### config.mk
export PLATFORM = sky130hd
export DESIGN_NAME = seq_div
export DESIGN_NICKNAME = d
export VERILOG_FILES = /design/src/rtl/seq_div_pkg.sv /design/src/rtl/seq_div_step.sv /design/src/rtl/seq_div.sv
export SDC_FILE = /design/constraint.sdc
export NUM_CORES = 1
export LEC_CHECK = 0
export BUFFER_PORTS_ARGS = -buffer_cell sky130_fd_sc_hd__buf_2
export CAP_MARGIN = 20
export CORE_MARGIN = 5
export CORE_UTILIZATION = 50
export CTS_BUF_LIST = sky130_fd_sc_hd__clkbuf_16
export CTS_CLUSTER_DIAMETER = 40
export DETAILED_ROUTE_END_ITERATION = 16
export PLACE_DENSITY = 0.78
export SLEW_MARGIN = 20
export SYNTH_ARGS = -nofsm -noshare
export SYNTH_HDL_FRONTEND = slang
export SYNTH_SLANG_ARGS = --single-unit
export TNS_END_PERCENT = 1
### constraint.sdc
create_clock -name clk -period 2.7 [get_ports clk]
set_clock_uncertainty 0.15 [all_clocks]
set_input_delay 0.135 -clock clk [delete_from_list [all_inputs] [get_ports clk]]
set_output_delay 0.135 -clock clk [all_outputs]
set_load 0.1 [all_outputs]
### src/rtl/seq_div_pkg.sv
// rtl/seq_div_pkg.sv - state encoding and counter width helper for the sequential restoring divider
package seq_div_pkg;

    typedef enum logic [1:0] {
        IDLE = 2'b00,
        CALC = 2'b01,
        DONE = 2'b10
    } state_t;

    function automatic int cnt_width(input int width);
        return $clog2(width) + 1;
    endfunction

endpackage

### src/rtl/seq_div_step.sv
// rtl/seq_div_step.sv - one combinational restoring-division step
module seq_div_step #(
    parameter int m = 12
) (
    input  logic [m:0]   p,
    input  logic         din,
    input  logic [m-1:0] b,
    output logic [m:0]   p_next,
    output logic         qbit
);

    logic [m:0] t;
    logic       ge;

    // A set p[m] means the full shifted value exceeds any m-bit divisor.
    assign t      = {p[m-1:0], din};
    assign ge     = p[m] | (t >= {1'b0, b});
    assign p_next = ge ? (t - {1'b0, b}) : t;
    assign qbit   = ge;

endmodule

### src/rtl/seq_div.sv
// rtl/seq_div.sv - 2m/m sequential restoring divider; SEQ_DIV_EXC_EN enables dz/ovf early exit
module seq_div
    import seq_div_pkg::*;
#(
    parameter int m = 12
) (
    input  logic           clk,
    input  logic           rst_n,
    input  logic           start,
    input  logic [2*m-1:0] a,
    input  logic [m-1:0]   b,
    output logic           busy,
    output logic           done,
    output logic [m-1:0]   q,
    output logic [m-1:0]   r,
    output logic           dz,
    output logic           ovf
);

    localparam int CW = cnt_width(m);

    state_t        state, state_nx;
    logic [CW-1:0] cnt;
    logic [m:0]    p, p_nx;
    logic [m-1:0]  qs, b_q;
    logic          qbit;
    logic          last;
    logic          exc_dz, exc_ovf;

`ifdef SEQ_DIV_EXC_EN
    assign exc_dz  = (b == '0);
    assign exc_ovf = !exc_dz && (a[2*m-1:m] >= b);
`else
    assign exc_dz  = 1'b0;
    assign exc_ovf = 1'b0;
`endif

    assign last = (cnt == CW'(m - 1));
    assign busy = (state == CALC) || (state == DONE);
    assign done = (state == DONE);

    seq_div_step #(.m(m)) u_step (
        .p      (p),
        .din    (qs[m-1]),
        .b      (b_q),
        .p_next (p_nx),
        .qbit   (qbit)
    );

    always_ff @(posedge clk or negedge rst_n) begin
        if (!rst_n) state <= IDLE;
        else        state <= state_nx;
    end

    always_comb begin
        state_nx = state;
        case (state)
            IDLE:    if (start) state_nx = (exc_dz || exc_ovf) ? DONE : CALC;
            CALC:    if (last) state_nx = DONE;
            DONE:    state_nx = IDLE;
            default: state_nx = IDLE;
        endcase
    end

    // Results and flags are only written on the edge that enters DONE.
    always_ff @(posedge clk or negedge rst_n) begin
        if (!rst_n) begin
            cnt <= '0;
            p   <= '0;
            qs  <= '0;
            b_q <= '0;
            q   <= '0;
            r   <= '0;
            dz  <= 1'b0;
            ovf <= 1'b0;
        end else begin
            case (state)
                IDLE: begin
                    if (start) begin
                        p   <= {1'b0, a[2*m-1:m]};
                        qs  <= a[m-1:0];
                        b_q <= b;
                        cnt <= '0;
                        if (exc_dz) begin
                            q   <= '1;
                            r   <= a[m-1:0];
                            dz  <= 1'b1;
                            ovf <= 1'b0;
                        end else if (exc_ovf) begin
                            q   <= '1;
                            r   <= '0;
                            dz  <= 1'b0;
                            ovf <= 1'b1;
                        end
                    end
                end
                CALC: begin
                    p   <= p_nx;
                    qs  <= {qs[m-2:0], qbit};
                    cnt <= cnt + CW'(1);
                    if (last) begin
                        q   <= {qs[m-2:0], qbit};
                        r   <= p_nx[m-1:0];
                        dz  <= 1'b0;
                        ovf <= 1'b0;
                    end
                end
                default: ;
            endcase
        end
    end

endmodule

==> PnR_summary.wiki <==
{| class="wikitable"
! Metric !! Value
|-
| Clk sink count || 68
|-
| Root cell of the clock tree || clkbuf_16
|-
| Area overhead of the layout relative to synthesis || 28.1%
|-
| Remaining global-route overflow || 0
|-
| Slew @ Worst Pin || 843 ps
|-
| Count of endpoints failing setup in the final report || 0
|-
| Register clock-pin slew on the reported worst setup and hold paths || 60 ps
|-
| Global-route wire length before repair || between 10 and 15 mm
|-
| Final net count || 506
|-
| CTS tree || done
|-
| Initial Utilization || 50.6%
|-
| Via count of the routed design || just over 3000
|-
| Share of the synthesized area in the top cell type || between 40% and 50%
|-
| Total die area || 0.00906 mm^2
|-
| Most frequently used flop master after synthesis || dfrtp_1
|-
| Number of pins exceeding their max-slew limit in the final report || 0
|-
| Min Hold Slack || 47.0 ps
|-
| Count of inserted antenna diode cells || 0
|-
| First-iteration detailed-routing DRC count || 134
|-
| Status || finished clean
|-
| Longest Clk Path Bufs || 2
|-
| Initial antenna violation count || 0
|-
| Register bit total from synthesis || 68
|-
| Combined area of all synthesized cells || 0.00363 mm^2
|-
| CORE AREA || just over 0.007 mm^2
|-
| Overall routed net length || 9.03 mm
|-
| Max-capacitance violation count || 0
|-
| # port buffers || 64
|-
| Via/cell ratio || 5.47
|-
| Share of cells above drive strength 1 || between 20% and 30%
|-
| HPWL after DPL || about 5.8 mm
|-
| Number of endpoints with negative hold slack in the final report || 0
|-
| Worst endpoint required time || 2790 ps
|-
| Fmax || 383 MHz
|-
| Drt first pass iters || 5
|-
| Fin crit share || between 90% and 100%
|-
| Routed wire length per instance || about 16 um
|-
| CTS H-tree depth || 3
|-
| Type of the tightest min-delay check || input port to register
|-
| All-Layer GR Usage || 21.4%
|-
| Vertical die dimension || 95.2 um
|-
| Proportion of synthesized chip area in sequential cells || 46.9%
|-
| Mean cell area of the mapped netlist || about 10 um^2
|-
| Antenna-violating nets left || 0
|-
| Drt drc || 0
|-
| Biggest area contributors in the synthesized netlist || dfrtp_1 47%, mux2_2 7.8%, ha_1 5.5%, mux2i_1 5.2%, a21oi_1 4.1%
|-
| Cts bufs inserted || 9
|-
| Die width || approximately 95 um
|-
| Synth Warn # || 0
|-
| Most frequent cells after synthesis || 68 x dfrtp_1, 33 x nand2_1, 30 x a21oi_1
|-
| WP data arrival || between 2000 and 3000 ps
|-
| Top-Level Pins || 67
|-
| Cell accounting for the most synthesized area || dfrtp_1
|-
| Worst-skew pair later-pin latency || 330 ps
|-
| Number of synthesized flops with an enable pin || 0
|-
| RD Place Congestion || approximately 0.86
|-
| Maximum net fanout on the critical path || 8
|-
| Distinct cell type count of the synthesized netlist || 49
|-
| Async set-or-reset flop fraction in the synthesized netlist || 100%
|-
| Largest net degree at the start of global routing || around 70
|-
| Count leader, synth || dfrtp_1
|-
| Fin crit period || between 2000 and 3000 ps
|-
| Critical Setup Path Class || register to register
|-
| Worst-case headroom to the max-slew limit || 43.8%
|-
| Row cnt || 31
|-
| Endpoint class of the critical path || register
|-
| Number of global-route vias before repair || 3089
|-
| Launching element type of the critical path || register
|-
| Instance count of the mapped netlist || 355
|}
[through the flow]
stage	instance area [um^2]	TNS, ps	utilization, %	setup slack [ps]	instances
final	4650	0	64.8	87.8	554
after global routing	4650	-13.0	64.8	-13.0	554
after CTS	4630	0	64.5	7.45	553
after detailed placement	4060	-1.21	56.6	-1.21	510
after global placement	4060	0	56.6	158	510
after floorplan	3630	0	-	263	356
[registers in the layout, indices dropped and copies added, names as in the netlist]
register,flops
p,13
b_q,12
r,12
qs,12
cnt,5
q,12
state,2
[kinds of logic (layout without fill, tap and decap cells)]
kind of cell / count (synthesis) / after routing / synth area share (%)
multiplexers: 45 / 45 / 13.4
adder cells (fa/ha/maj): 17 / 17 / 6.07
AND/OR/NAND/NOR: 76 / 76 / 9.89
XOR/XNOR: 11 / 11 / 2.65
AO/OA/AOI/OAI: 96 / 96 / 16.0
other: 1 / 2 / 0.103
buffers and inverters: 41 / 140 / 4.96
flip-flops: 68 / 68 / 46.9
[layout make-up]
| type | instances | area, um^2 |
|---|---|---|
| Fill cell | 537 | 2530 |
| Clock buffer | 9 | 225 |
| Sequential cell | 68 | 1700 |
| Tap cell | 99 | 124 |
| Multi-Input combinational cell | 247 | 1770 |
| Inverter | 21 | 78.8 |
| Timing Repair Buffer | 103 | 684 |
| Clock inverter | 7 | 68.8 |
[cells in the final DEF, fill, tap and decap left out, types with 11 or more instances in the layout]
cell           netlist  layout
dfrtp_1             68      68
buf_2                3      64
nand2_1             33      33
a21oi_1             30      30
dlygate4sd3_1        0      27
o21ai_0             28      26
mux2_2              25      25
inv_1               21      22
mux2i_1             19      19
ha_1                16      16
nor2_1              12      12
buf_4                2      11
[worst max-delay path: stages, from the launching register on]
cell and delay (ps):
dfrtp_1 410, ha_1 330, a21o_1 190, a31oi_2 200, a21oi_2 100, nor3_2 170, o2111a_2 250, buf_6 170
mux2_2 370, o21ai_1 180
[metal layers]
layer / part of all wire [%] / up-vias / GRT usage (%) / routed length, um
li1: - / 1449 / - / -
met1: 43 / 1471 / 26.6 / 3920
met2: 50 / 87 / 35.7 / 4480
met3: 4.0 / 23 / 3.79 / 360
met4: 3.0 / 0 / 10.8 / 270
met5: 0 / - / 0 / 0
[repair_timing]
item                       in CTS  in global routing
setup endpoints to repair       1                 19
hold endpoints to repair       94                  0
hold buffers                   27                  0
setup buffers                   0                  1
gates resized for setup         2                  4
[path summary, 6_finish.rpt]
path                             from     end  slack (ps)  cells past startpoint
min in group asynchronous       rst_n   q[10]         380                      3
worst max-delay path             p[3]    r[1]          90                      9
max in group asynchronous       rst_n  cnt[4]        1470                      3
worst min register to register   r[4]    r[4]         330                      2
worst min-delay path            a[18]    p[6]          50                      4
worst max register to register   p[3]    r[1]          90                      9
Power is not shown: default switching activity piles up to over one toggle a cycle in this logic, so the estimate is an artifact.
